--- src/rtl/clk_rst_pkg.sv ---
`default_nettype none
// ============================================================================
// Module      : clk_rst_pkg
// Description : Shared definitions for the PLL lock supervisor / reset
//               sequencer and the PLL wrappers that feed it: sequencer state
//               type, default timing constants and a counter-width helper.
// Revision    : 1.0 - initial release
// ============================================================================
package clk_rst_pkg;

    // Sequencer states. Explicit 2-bit encoding keeps the state register
    // width fixed regardless of tool enum defaults.
    typedef enum logic [1:0] {
        PLL_RST   = 2'd0,
        WAIT_LOCK = 2'd1,
        RELEASE   = 2'd2,
        RUN       = 2'd3
    } seq_state_t;

    // Default timing constants, shared with the PLL wrappers so every
    // instance of the sequencer agrees with the wrapper it supervises.
    localparam int DEF_LOCK_STABLE_CYCLES = 1024;
    localparam int DEF_LOCK_TIMEOUT       = 65536;
    localparam int DEF_RESETB_PULSE       = 16;
    localparam int DEF_NUM_RESETS         = 3;
    localparam int DEF_RELEASE_GAP        = 8;
    localparam int DEF_LOSS_CNT_W         = 8;
    localparam int DEF_SYNC_STAGES        = 2;

    // Width of a counter that must be able to hold the value 'limit'.
    function automatic int cnt_width(input int limit);
        return $clog2(limit + 1);
    endfunction

endpackage : clk_rst_pkg
`default_nettype wire

--- src/rtl/sync_ff.sv ---
`default_nettype none
// ============================================================================
// Module      : sync_ff
// Description : Generic single-bit synchroniser chain. The input is sampled
//               into a chain of STAGES flops; q is the last flop.
//               Ports:
//                 clk  in  1  destination clock
//                 rst  in  1  synchronous, active-high; chain loads RESET_VAL
//                 d    in  1  asynchronous input bit
//                 q    out 1  synchronised bit, STAGES cycles of latency
// Revision    : 1.0 - initial release
// ============================================================================
module sync_ff #(
    parameter int   STAGES    = 2,
    parameter logic RESET_VAL = 1'b0
) (
    input  logic clk,
    input  logic rst,
    input  logic d,
    output logic q
);

    generate
        if (STAGES < 2) begin : g_param_check
            $fatal(1, "sync_ff: STAGES must be at least 2");
        end
    endgenerate

    logic [STAGES-1:0] r_chain;

    always_ff @(posedge clk) begin
        if (rst) begin
            r_chain <= {STAGES{RESET_VAL}};
        end else begin
            r_chain <= {r_chain[STAGES-2:0], d};
        end
    end

    assign q = r_chain[STAGES-1];

endmodule : sync_ff
`default_nettype wire

--- src/rtl/pll_reset_sequencer.sv ---
`default_nettype none
// ============================================================================
// Module      : pll_reset_sequencer
// Description : Lock supervisor and reset sequencer for an SB_PLL40-style PLL,
//               clocked by the PLL reference clock. Pulses the PLL RESETB,
//               waits for a debounced LOCK, then releases the domain resets
//               one by one. Lock loss after release starts re-asserts every
//               domain reset and goes back to waiting for lock; failing to
//               lock within the timeout resets the PLL again.
//               Ports:
//                 clock_in      in   1           reference clock (only clock)
//                 reset         in   1           synchronous, active-high
//                 pll_locked    in   1           PLL LOCK, asynchronous
//                 clear_status  in   1           pulse: clear lock_lost/loss_count
//                 pll_resetb    out  1           PLL RESETB, active-low
//                 domain_reset  out  NUM_RESETS  active-high, bit 0 released first
//                 ready         out  1           all domains out of reset, locked
//                 lock_lost     out  1           sticky lock-loss flag
//                 loss_count    out  LOSS_CNT_W  saturating lock-loss count
// Revision    : 1.0 - initial release
// ============================================================================
module pll_reset_sequencer
    import clk_rst_pkg::*;
#(
    parameter int LOCK_STABLE_CYCLES = DEF_LOCK_STABLE_CYCLES,
    parameter int LOCK_TIMEOUT       = DEF_LOCK_TIMEOUT,
    parameter int RESETB_PULSE       = DEF_RESETB_PULSE,
    parameter int NUM_RESETS         = DEF_NUM_RESETS,
    parameter int RELEASE_GAP        = DEF_RELEASE_GAP,
    parameter int LOSS_CNT_W         = DEF_LOSS_CNT_W,
    parameter int SYNC_STAGES        = DEF_SYNC_STAGES
) (
    input  logic                  clock_in,
    input  logic                  reset,
    input  logic                  pll_locked,
    input  logic                  clear_status,
    output logic                  pll_resetb,
    output logic [NUM_RESETS-1:0] domain_reset,
    output logic                  ready,
    output logic                  lock_lost,
    output logic [LOSS_CNT_W-1:0] loss_count
);

    // ------------------------------------------------------------------------
    // Parameter legality
    // ------------------------------------------------------------------------
    generate
        if (LOCK_STABLE_CYCLES < 1 || LOCK_TIMEOUT <= LOCK_STABLE_CYCLES ||
            RESETB_PULSE < 1 || NUM_RESETS < 1 || RELEASE_GAP < 1 ||
            LOSS_CNT_W < 1 || SYNC_STAGES < 2) begin : g_param_check
            $fatal(1, "pll_reset_sequencer: illegal parameter combination");
        end
    endgenerate

    // ------------------------------------------------------------------------
    // Counter geometry
    // ------------------------------------------------------------------------
    localparam int RELEASE_SPAN = RELEASE_GAP * NUM_RESETS;
    localparam int STABLE_W     = cnt_width(LOCK_STABLE_CYCLES);
    localparam int TIMEOUT_W    = cnt_width(LOCK_TIMEOUT);
    localparam int PULSE_W      = cnt_width(RESETB_PULSE);
    localparam int RELEASE_W    = cnt_width(RELEASE_SPAN);

    localparam logic [STABLE_W-1:0]   STABLE_LIMIT  = STABLE_W'(LOCK_STABLE_CYCLES);
    localparam logic [TIMEOUT_W-1:0]  TIMEOUT_LIMIT = TIMEOUT_W'(LOCK_TIMEOUT);
    localparam logic [PULSE_W-1:0]    PULSE_LAST    = PULSE_W'(RESETB_PULSE - 1);
    localparam logic [RELEASE_W-1:0]  RELEASE_LIMIT = RELEASE_W'(RELEASE_SPAN);
    localparam logic [LOSS_CNT_W-1:0] LOSS_MAX      = {LOSS_CNT_W{1'b1}};
    localparam logic [LOSS_CNT_W-1:0] LOSS_ONE      = LOSS_CNT_W'(1);

    // ------------------------------------------------------------------------
    // Declarations
    // ------------------------------------------------------------------------
    seq_state_t             r_state;
    seq_state_t             w_state_nxt;

    logic [PULSE_W-1:0]     r_pulse_cnt;
    logic [PULSE_W-1:0]     w_pulse_nxt;
    logic [STABLE_W-1:0]    r_stable_cnt;
    logic [STABLE_W-1:0]    w_stable_nxt;
    logic [TIMEOUT_W-1:0]   r_timeout_cnt;
    logic [TIMEOUT_W-1:0]   w_timeout_nxt;
    logic [RELEASE_W-1:0]   r_release_cnt;
    logic [RELEASE_W-1:0]   w_release_nxt;

    logic                   w_lock_s;
    logic                   w_loss;

    logic                   w_resetb_nxt;
    logic [NUM_RESETS-1:0]  w_domain_nxt;
    logic                   w_ready_nxt;
    logic                   w_lost_nxt;
    logic [LOSS_CNT_W-1:0]  w_count_nxt;

    // ------------------------------------------------------------------------
    // LOCK synchroniser
    // ------------------------------------------------------------------------
    sync_ff #(
        .STAGES    (SYNC_STAGES),
        .RESET_VAL (1'b0)
    ) u_lock_sync (
        .clk (clock_in),
        .rst (reset),
        .d   (pll_locked),
        .q   (w_lock_s)
    );

    // Lock drops only count as losses once domain resets have started to
    // release; while still waiting for lock they merely restart debouncing.
    assign w_loss = ((r_state == RELEASE) || (r_state == RUN)) && !w_lock_s;

    // ------------------------------------------------------------------------
    // State register, counters and registered outputs
    // ------------------------------------------------------------------------
    always_ff @(posedge clock_in) begin
        if (reset) begin
            r_state       <= PLL_RST;
            r_pulse_cnt   <= '0;
            r_stable_cnt  <= '0;
            r_timeout_cnt <= '0;
            r_release_cnt <= '0;
            pll_resetb    <= 1'b0;
            domain_reset  <= '1;
            ready         <= 1'b0;
            lock_lost     <= 1'b0;
            loss_count    <= '0;
        end else begin
            r_state       <= w_state_nxt;
            r_pulse_cnt   <= w_pulse_nxt;
            r_stable_cnt  <= w_stable_nxt;
            r_timeout_cnt <= w_timeout_nxt;
            r_release_cnt <= w_release_nxt;
            pll_resetb    <= w_resetb_nxt;
            domain_reset  <= w_domain_nxt;
            ready         <= w_ready_nxt;
            lock_lost     <= w_lost_nxt;
            loss_count    <= w_count_nxt;
        end
    end

    // ------------------------------------------------------------------------
    // Next-state and counter logic. Every counter defaults to zero, so a
    // counter is automatically clear on entry to the state that uses it.
    // ------------------------------------------------------------------------
    always_comb begin
        w_state_nxt   = r_state;
        w_pulse_nxt   = '0;
        w_stable_nxt  = '0;
        w_timeout_nxt = '0;
        w_release_nxt = '0;

        case (r_state)
            PLL_RST: begin
                if (r_pulse_cnt == PULSE_LAST) begin
                    w_state_nxt = WAIT_LOCK;
                end else begin
                    w_pulse_nxt = r_pulse_cnt + 1'b1;
                end
            end

            WAIT_LOCK: begin
                w_stable_nxt  = w_lock_s ? (r_stable_cnt + 1'b1) : '0;
                w_timeout_nxt = r_timeout_cnt + 1'b1;
                // A lock qualifying on the very cycle the timeout expires is
                // honoured rather than thrown away by a PLL reset.
                if (w_stable_nxt == STABLE_LIMIT) begin
                    w_state_nxt   = RELEASE;
                    w_stable_nxt  = '0;
                    w_timeout_nxt = '0;
                end else if (w_timeout_nxt == TIMEOUT_LIMIT) begin
                    w_state_nxt   = PLL_RST;
                    w_stable_nxt  = '0;
                    w_timeout_nxt = '0;
                end
            end

            RELEASE: begin
                if (w_loss) begin
                    w_state_nxt = WAIT_LOCK;
                end else if (r_release_cnt == RELEASE_LIMIT) begin
                    w_state_nxt = RUN;
                end else begin
                    w_release_nxt = r_release_cnt + 1'b1;
                end
            end

            RUN: begin
                if (w_loss) begin
                    w_state_nxt = WAIT_LOCK;
                end
            end

            default: begin
                w_state_nxt = PLL_RST;
            end
        endcase
    end

    // ------------------------------------------------------------------------
    // Output logic: next values of the registered outputs
    // ------------------------------------------------------------------------
    always_comb begin
        w_resetb_nxt = (w_state_nxt != PLL_RST);
        w_ready_nxt  = (w_state_nxt == RUN);

        // Domain resets: all asserted outside RELEASE/RUN. Inside RELEASE a
        // bit only ever clears, at its own offset from RELEASE entry, so the
        // release order is strictly ascending.
        w_domain_nxt = '1;
        if (w_state_nxt == RUN) begin
            w_domain_nxt = '0;
        end else if (w_state_nxt == RELEASE) begin
            w_domain_nxt = (r_state == RELEASE) ? domain_reset : '1;
            for (int i = 0; i < NUM_RESETS; i++) begin
                if (int'(w_release_nxt) == RELEASE_GAP * (i + 1)) begin
                    w_domain_nxt[i] = 1'b0;
                end
            end
        end

        // Status: a loss in the same cycle as clear_status wins, leaving a
        // count of exactly one for the new event.
        w_lost_nxt  = lock_lost;
        w_count_nxt = loss_count;
        if (w_loss) begin
            w_lost_nxt = 1'b1;
            if (clear_status) begin
                w_count_nxt = LOSS_ONE;
            end else if (loss_count != LOSS_MAX) begin
                w_count_nxt = loss_count + 1'b1;
            end
        end else if (clear_status) begin
            w_lost_nxt  = 1'b0;
            w_count_nxt = '0;
        end
    end

endmodule : pll_reset_sequencer
`default_nettype wire

--- config.mk ---
export PLATFORM = sky130hd
export DESIGN_NAME = pll_reset_sequencer
export DESIGN_NICKNAME = d
export VERILOG_FILES = /design/src/rtl/clk_rst_pkg.sv /design/src/rtl/sync_ff.sv /design/src/rtl/pll_reset_sequencer.sv
export SDC_FILE = /design/constraint.sdc
export NUM_CORES = 1
export LEC_CHECK = 0
export BUFFER_PORTS_ARGS = -buffer_cell sky130_fd_sc_hd__buf_2
export CAP_MARGIN = 20
export CORE_ASPECT_RATIO = 1.2
export CORE_UTILIZATION = 35
export DETAILED_ROUTE_END_ITERATION = 12
export REMOVE_ABC_BUFFERS = 1
export SLEW_MARGIN = 20
export SYNTH_ARGS = -nofsm -noshare
export SYNTH_HDL_FRONTEND = slang
export SYNTH_SLANG_ARGS = --single-unit
--- constraint.sdc ---
create_clock -name clock_in -period 6.25 [get_ports clock_in]
set_clock_uncertainty 0.05 [all_clocks]
set_input_delay 0.3125 -clock clock_in [delete_from_list [all_inputs] [get_ports clock_in]]
set_output_delay 0.3125 -clock clock_in [all_outputs]
set_load 0.02 [all_outputs]
* Word-level counts from Yosys, hierarchy flattened *
Cells that the tools add are included.

word-level totals
  register bits after elaboration = 56
  output and inout port bits = 14
  input port bits = 4
  word-level logic and storage cells = 69

operators by class
  reduce and logical (&&, ||, !) cells = 10
  $add $sub $neg = 5
  eq/ne operators = 16
  bitwise operators = 2
  muxes and demuxes = 23

operators by type and width
  operator                                                number
  2-to-1 mux 8 bit                                        4
  adder 17 x 1 -> 17 bit (second input constant)          1
  == test 17 bit (second input constant)                  1
  == test 5 bit (second input constant)                   3
  2-to-1 mux 5 bit                                        3
  2-to-1 mux 2 bit                                        6
  inequality test 4 x 3 -> 1 bit (second input constant)  3
  adder 11 x 1 -> 11 bit (second input constant)          1
  == test 11 bit (second input constant)                  1
  2-to-1 mux 11 bit                                       1
  adder 5 x 1 -> 5 bit (second input constant)            2
  == test 5 x 4 -> 1 bit (second input constant)          2
  2-to-1 mux 3 bit                                        3
  adder 8 x 1 -> 8 bit (second input constant)            1
  == test 2 bit (second input constant)                   4
  inequality test 8 bit (second input constant)           1
  one-hot mux 2 bit (4 select lines)                      1
  nonzero test 2 bit                                      3
  2-to-1 mux 1 bit                                        5
  OR reduction 4 bit                                      1
  OR reduction 3 bit                                      1
  == test 2 x 1 -> 1 bit (second input constant)          1
  logical NOT 2 bit                                       1
  NOT 1 bit                                               2
  4 further kinds                                         4

* Longest topological paths before layout *
  word-level depth = 9
  depth in mapped cells = 10
  depth with buffers taken out = 8

* Modules after synthesis *
From an unflattened synthesis, not the netlist that was laid out.

unflattened totals
  cells, all modules = 348
  area total of the unflattened synthesis = 2930.3 um^2

modules (own cells, without submodules)
  module               cells each  instances  seq. area each (um^2)  area an instance (um^2)
  pll_reset_sequencer  344         1          1081.0                 2877.8
  sync_ff              4           1          40.0                   52.6

* Worst setup path before layout *
Ideal clock, no wire load.

  kind = reg-to-reg
  start point = register r_timeout_cnt[0]
  end point = register r_stable_cnt[10]
  arrival = 2.220 ns
  required time = 6.080 ns
  cell stages (with the launch flop) = 11
  period minus slack after synthesis = 2.390 ns
  setup time = 0.120 ns
  path slack = 3.860 ns
  cells stage by stage = dfxtp_1 -> ha_1 -> nand4_2 -> nor4_4 -> mux2i_1 -> o211ai_1 -> nor4_1 -> or2_1 -> buf_6 -> buf_8 -> nor3b_2

on the way
  cells in the longest elaborated chain, start to end = 3

RTL lines
  element                              RTL line                    source
  from (decl)                          pll_reset_sequencer.sv:81   logic [TIMEOUT_W-1:0] r_timeout_cnt;
  from (signal assigned)               pll_reset_sequencer.sv:131  r_timeout_cnt <= w_timeout_nxt;
  adder 17 x 1 -> 17 bit               pll_reset_sequencer.sv:163  w_timeout_nxt = r_timeout_cnt + 1'b1;
  == test 17 bit                       pll_reset_sequencer.sv:170  end else if (w_timeout_nxt == TIMEOUT_LIMIT) begin
  OR reduction 4 bit (no source line)  --
  to (signal assigned)                 pll_reset_sequencer.sv:130  r_stable_cnt <= w_stable_nxt;
  to (decl)                            pll_reset_sequencer.sv:79   logic [STABLE_W-1:0] r_stable_cnt;

No other way between the ends.
A chain may end at the register's enable or synchronous reset.

* Final worst setup path *
  start point = register r_timeout_cnt[0]
  end point = register r_timeout_cnt[2]

on the way
  cells in the longest elaborated chain, start to end = 3

RTL lines
  element                              RTL line
  adder 17 x 1 -> 17 bit *             pll_reset_sequencer.sv:163
  == test 17 bit                       pll_reset_sequencer.sv:170
  OR reduction 4 bit (no source line)  --

Mark *: on every way between the ends. The rest lies on a longest branch, timed or not.

==> qor.log <==
INFO  run_status     outcome=finished clean
INFO  route          vias_per_cell=5.06
INFO  power_and_ir_drop powerDensity=188mW/mm^2
INFO  clock_tree     htreeDepth=2
INFO  setup_path     slowest_stage=or2_1
INFO  cells_and_area layout.nets=353
INFO  sta            timing.final.hold_violations=0
INFO  floorplanning  effective_utilization_at_floorplan=0.366
INFO  synthesis      yosys.cell_types.count=49
INFO  setup_path     worst-endpoint-arrival=3.25ns
INFO  placement      place_worst_setup_slack=3.06ns
INFO  route          drt-initial-drc-count=55
INFO  cells_and_area filler_cell_count=792
INFO  worst_hold_path worst_hold_path_type=in -> reg
INFO  synthesis      ys_async_rst_share=0
INFO  synthesis      synth_enable_flop_cells=0
INFO  setup_path     crit_path_cell_trace=ha_1 > nand4_2 > nor4_4 > mux2i_1 > o211ai_1 > nor4_1 > or2_1 > nor2_1
INFO  sta            final_number_of_max_transition_violations=0
INFO  floorplanning  die_h=101um
INFO  sta            fin_crit_sh=0.501
INFO  placement      placement.io_buffers=17
INFO  grt            grt_max_degree=26
INFO  grt            global_route.usage.total=0.125
INFO  synthesis      netlist.top_cell.by_area=dfxtp_1
INFO  synthesis      synth_cells=333
INFO  sta            max_slew_margin=0.411
INFO  route          vias_post_dr=2196
INFO  flow_run       max-cap-violations=0
INFO  clock_tree     cts_tree=built
INFO  clock_tree     cts_repair_resize_count=0
INFO  clock_tree     root_buffer=clkbuf_8
INFO  synthesis      synth_seq_area_share=0.395
INFO  placement      placed_area=0.00294sqmm
INFO  placement      gpl.final_weighted_congestion=0.788
INFO  clock_tree     tritoncts.num_buffers=5
INFO  grt            grt_pass1_vias=2006
INFO  setup_path     critical_path.max_stage_delay=0.75ns
INFO  floorplanning  io-pin-count=18
INFO  cells_and_area insertedDiodeCount=0
INFO  synthesis      post_synth_most_frequent_cells=57 x nor2_1, 56 x dfxtp_1, 23 x nand2_1, 23 x nand3_1, 22 x xnor2_1
INFO  setup_path     endpoint_class_of_the_critical_path=register
INFO  sta            achievable-frequency=320MHz
INFO  sta            min_period=3.13ns
INFO  synthesis      netlist_top_cells_area=dfxtp_1 39%, nor2_1 7.5%, xnor2_1 6.8%
INFO  floorplanning  fp.dieW=84.2um
INFO  cells_and_area area_growth=6.70%
INFO  cells_and_area layout-drive-gt1-share=0.108
INFO  clock_tree     worst_skew_pair.late_latency=0.31ns
INFO  clock_tree     hold_buffers=0
INFO  sta            tightestPinTransition=0.884ns
INFO  clock_tree     clockBufferDepth=2
INFO  power_and_ir_drop static-leakage-power=1.07nW
INFO  floorplanning  std_cell_rows=35
INFO  setup_path     crit_fanout=25
INFO  clock_tree     clk_transition_reported_paths=0.10ns
INFO  sta            finalSetupViolations=0
INFO  synthesis      synth_top_cell_area_share=0.395
INFO  grt            remaining_overflow_grt=0
INFO  power_and_ir_drop power.ir.vdd_worst=0.128mV
INFO  route          drc_errors=0
INFO  sta            rsz0062_at_grt=false
INFO  placement      dp_hpwl=3.61mm
INFO  setup_path     critPathRequiredTime=6.37ns
INFO  synthesis      yosysMostFrequentCell=nor2_1
INFO  synthesis      syn-mean-instance-area=8.53squm
INFO  grt            grt_antenna_before_repair=0
INFO  route          ant_nets=0
INFO  grt            global_route_wire_length_before_repair=8.80mm
INFO  route          wire_per_inst=11.5um
INFO  clock_tree     post_cts_buffers=0
INFO  setup_path     cp-start-kind=register
INFO  synthesis      post_synth_instance_area=0.00284sqmm
INFO  sta            final.setup.worst_slack=3.12ns
INFO  clock_tree     clkSinkCount=56
INFO  synthesis      synth.ff_latch_count=56
INFO  synthesis      synth-warning-count=0
INFO  synthesis      ys.flop_type=dfxtp_1
INFO  route          totalWireLength=4.98mm
INFO  sta            final.setup.tns=0ns
INFO  route          drt_pass1_iterations=4
INFO  floorplanning  fp.coreArea=0.00775sqmm
INFO  setup_path     crit_type=reg -> reg
INFO  floorplanning  fp.dieArea=0.00848sqmm
INFO  cells_and_area final_cell_area=0.00303sqmm
==> cells in the final DEF (no fill, tap or decap), types with 2 or more instances in the layout <==
cell | Yosys | final
or2_2 | 3 | 3
inv_1 | 13 | 13
nor3_1 | 7 | 7
and3_1 | 6 | 6
xor2_1 | 15 | 15
and2_1 | 5 | 5
mux2i_1 | 4 | 4
and4_1 | 3 | 3
o211ai_1 | 5 | 5
nand2_1 | 23 | 23
nor2b_1 | 2 | 2
a21oi_1 | 9 | 9
nand4_1 | 5 | 5
nor4_1 | 4 | 4
a211o_1 | 2 | 2
a31oi_1 | 4 | 4
nand2b_1 | 6 | 6
nor2_1 | 57 | 57
and4b_1 | 2 | 2
nor3b_2 | 2 | 2
dfxtp_1 | 56 | 56
or3_1 | 3 | 3
nand3_1 | 23 | 23
nor3b_1 | 7 | 7
xnor2_1 | 22 | 22
clkbuf_8 | 0 | 5
buf_2 | 5 | 17
o21ai_0 | 4 | 4
ha_1 | 8 | 8
o21bai_1 | 2 | 2
==> kinds of logic (layout without fill, tap and decap cells) <==
kind of cell,after synthesis,after routing,synth area share
and+or+nand+nor,166,166,0.308
AOI/OAI and AO/OA,32,32,0.0762
muxes,5,5,0.0190
adders and majority gates,8,8,0.0353
xor gates and xnor gates,37,37,0.114
DFF,56,56,0.395
buffers and inverters,29,38,0.0524
==> power breakdown <==
| group | internal (mW) | switching [mW] |
|---|---|---|
| Sequential | 0.359 | 0.00228 |
| Clock | 0.0799 | 0.122 |
| Combinational | 0.00385 | 0.00413 |
==> metal layers <==
layer | up-vias | part of all wire | GRT usage
met5 | - | 0 | 0
met4 | 0 | 0.016 | 0.0504
met3 | 6 | 0.021 | 0.0197
met2 | 24 | 0.48 | 0.218
met1 | 1019 | 0.48 | 0.156
li1 | 1147 | - | -
==> worst max-delay path, delay by kind of cell (launching register included) <==
kind / cells / cell delay, ns
AO/OA/AOI/OAI: 1 / 0.11
adder cells (fa/ha/maj): 1 / 0.30
flip-flops: 1 / 0.44
multiplexers: 1 / 0.23
AND/OR/NAND/NOR: 5 / 1.86
==> metrics by stage <==
stage / instances / power [mW] / hold WS (ns) / util
5_1_grt: 434 / 0.595 / 0.145 / 0.391
2_1_floorplan: 317 / 0.374 / 0.332 / -
3_5_place_dp: 426 / 0.378 / 0.379 / 0.379
3_3_place_gp: 426 / 0.377 / 0.382 / 0.379
6_report: 434 / 0.571 / 0.155 / 0.391
4_1_cts: 434 / 0.581 / 0.146 / 0.391
==> final timing paths <==
check                         start                      to  slack (ns)  cells after the start
min                      pll_locked  u_lock_sync.r_chain[0]        0.15                      2
max reg2reg        r_timeout_cnt[0]        r_timeout_cnt[2]        3.12                      8
max                r_timeout_cnt[0]        r_timeout_cnt[2]        3.12                      8
min reg2reg  u_lock_sync.r_chain[0]  u_lock_sync.r_chain[1]        0.40                      1
==> state kept, by name (all words and copies together), names as in the netlist <==
signal               cells
pll_resetb               1
lock_lost                1
r_stable_cnt            11
loss_count               8
domain_reset             3
u_lock_sync.r_chain      2
r_state                  2
r_timeout_cnt           17
r_pulse_cnt              5
ready                    1
r_release_cnt            5
==> area by class of cell <==
class	instances	area, sq um	share of cell area
multi-input combinational	248	1570	0.518
tap	92	115	0.0380
inverter	13	48.8	0.0161
clock buffer	5	68.8	0.0227
clock inverter	3	21.3	0.00702
timing repair buffer	17	85.1	0.0281
sequential	56	1120	0.370
Note: power is estimated with default switching activity, not from simulation.
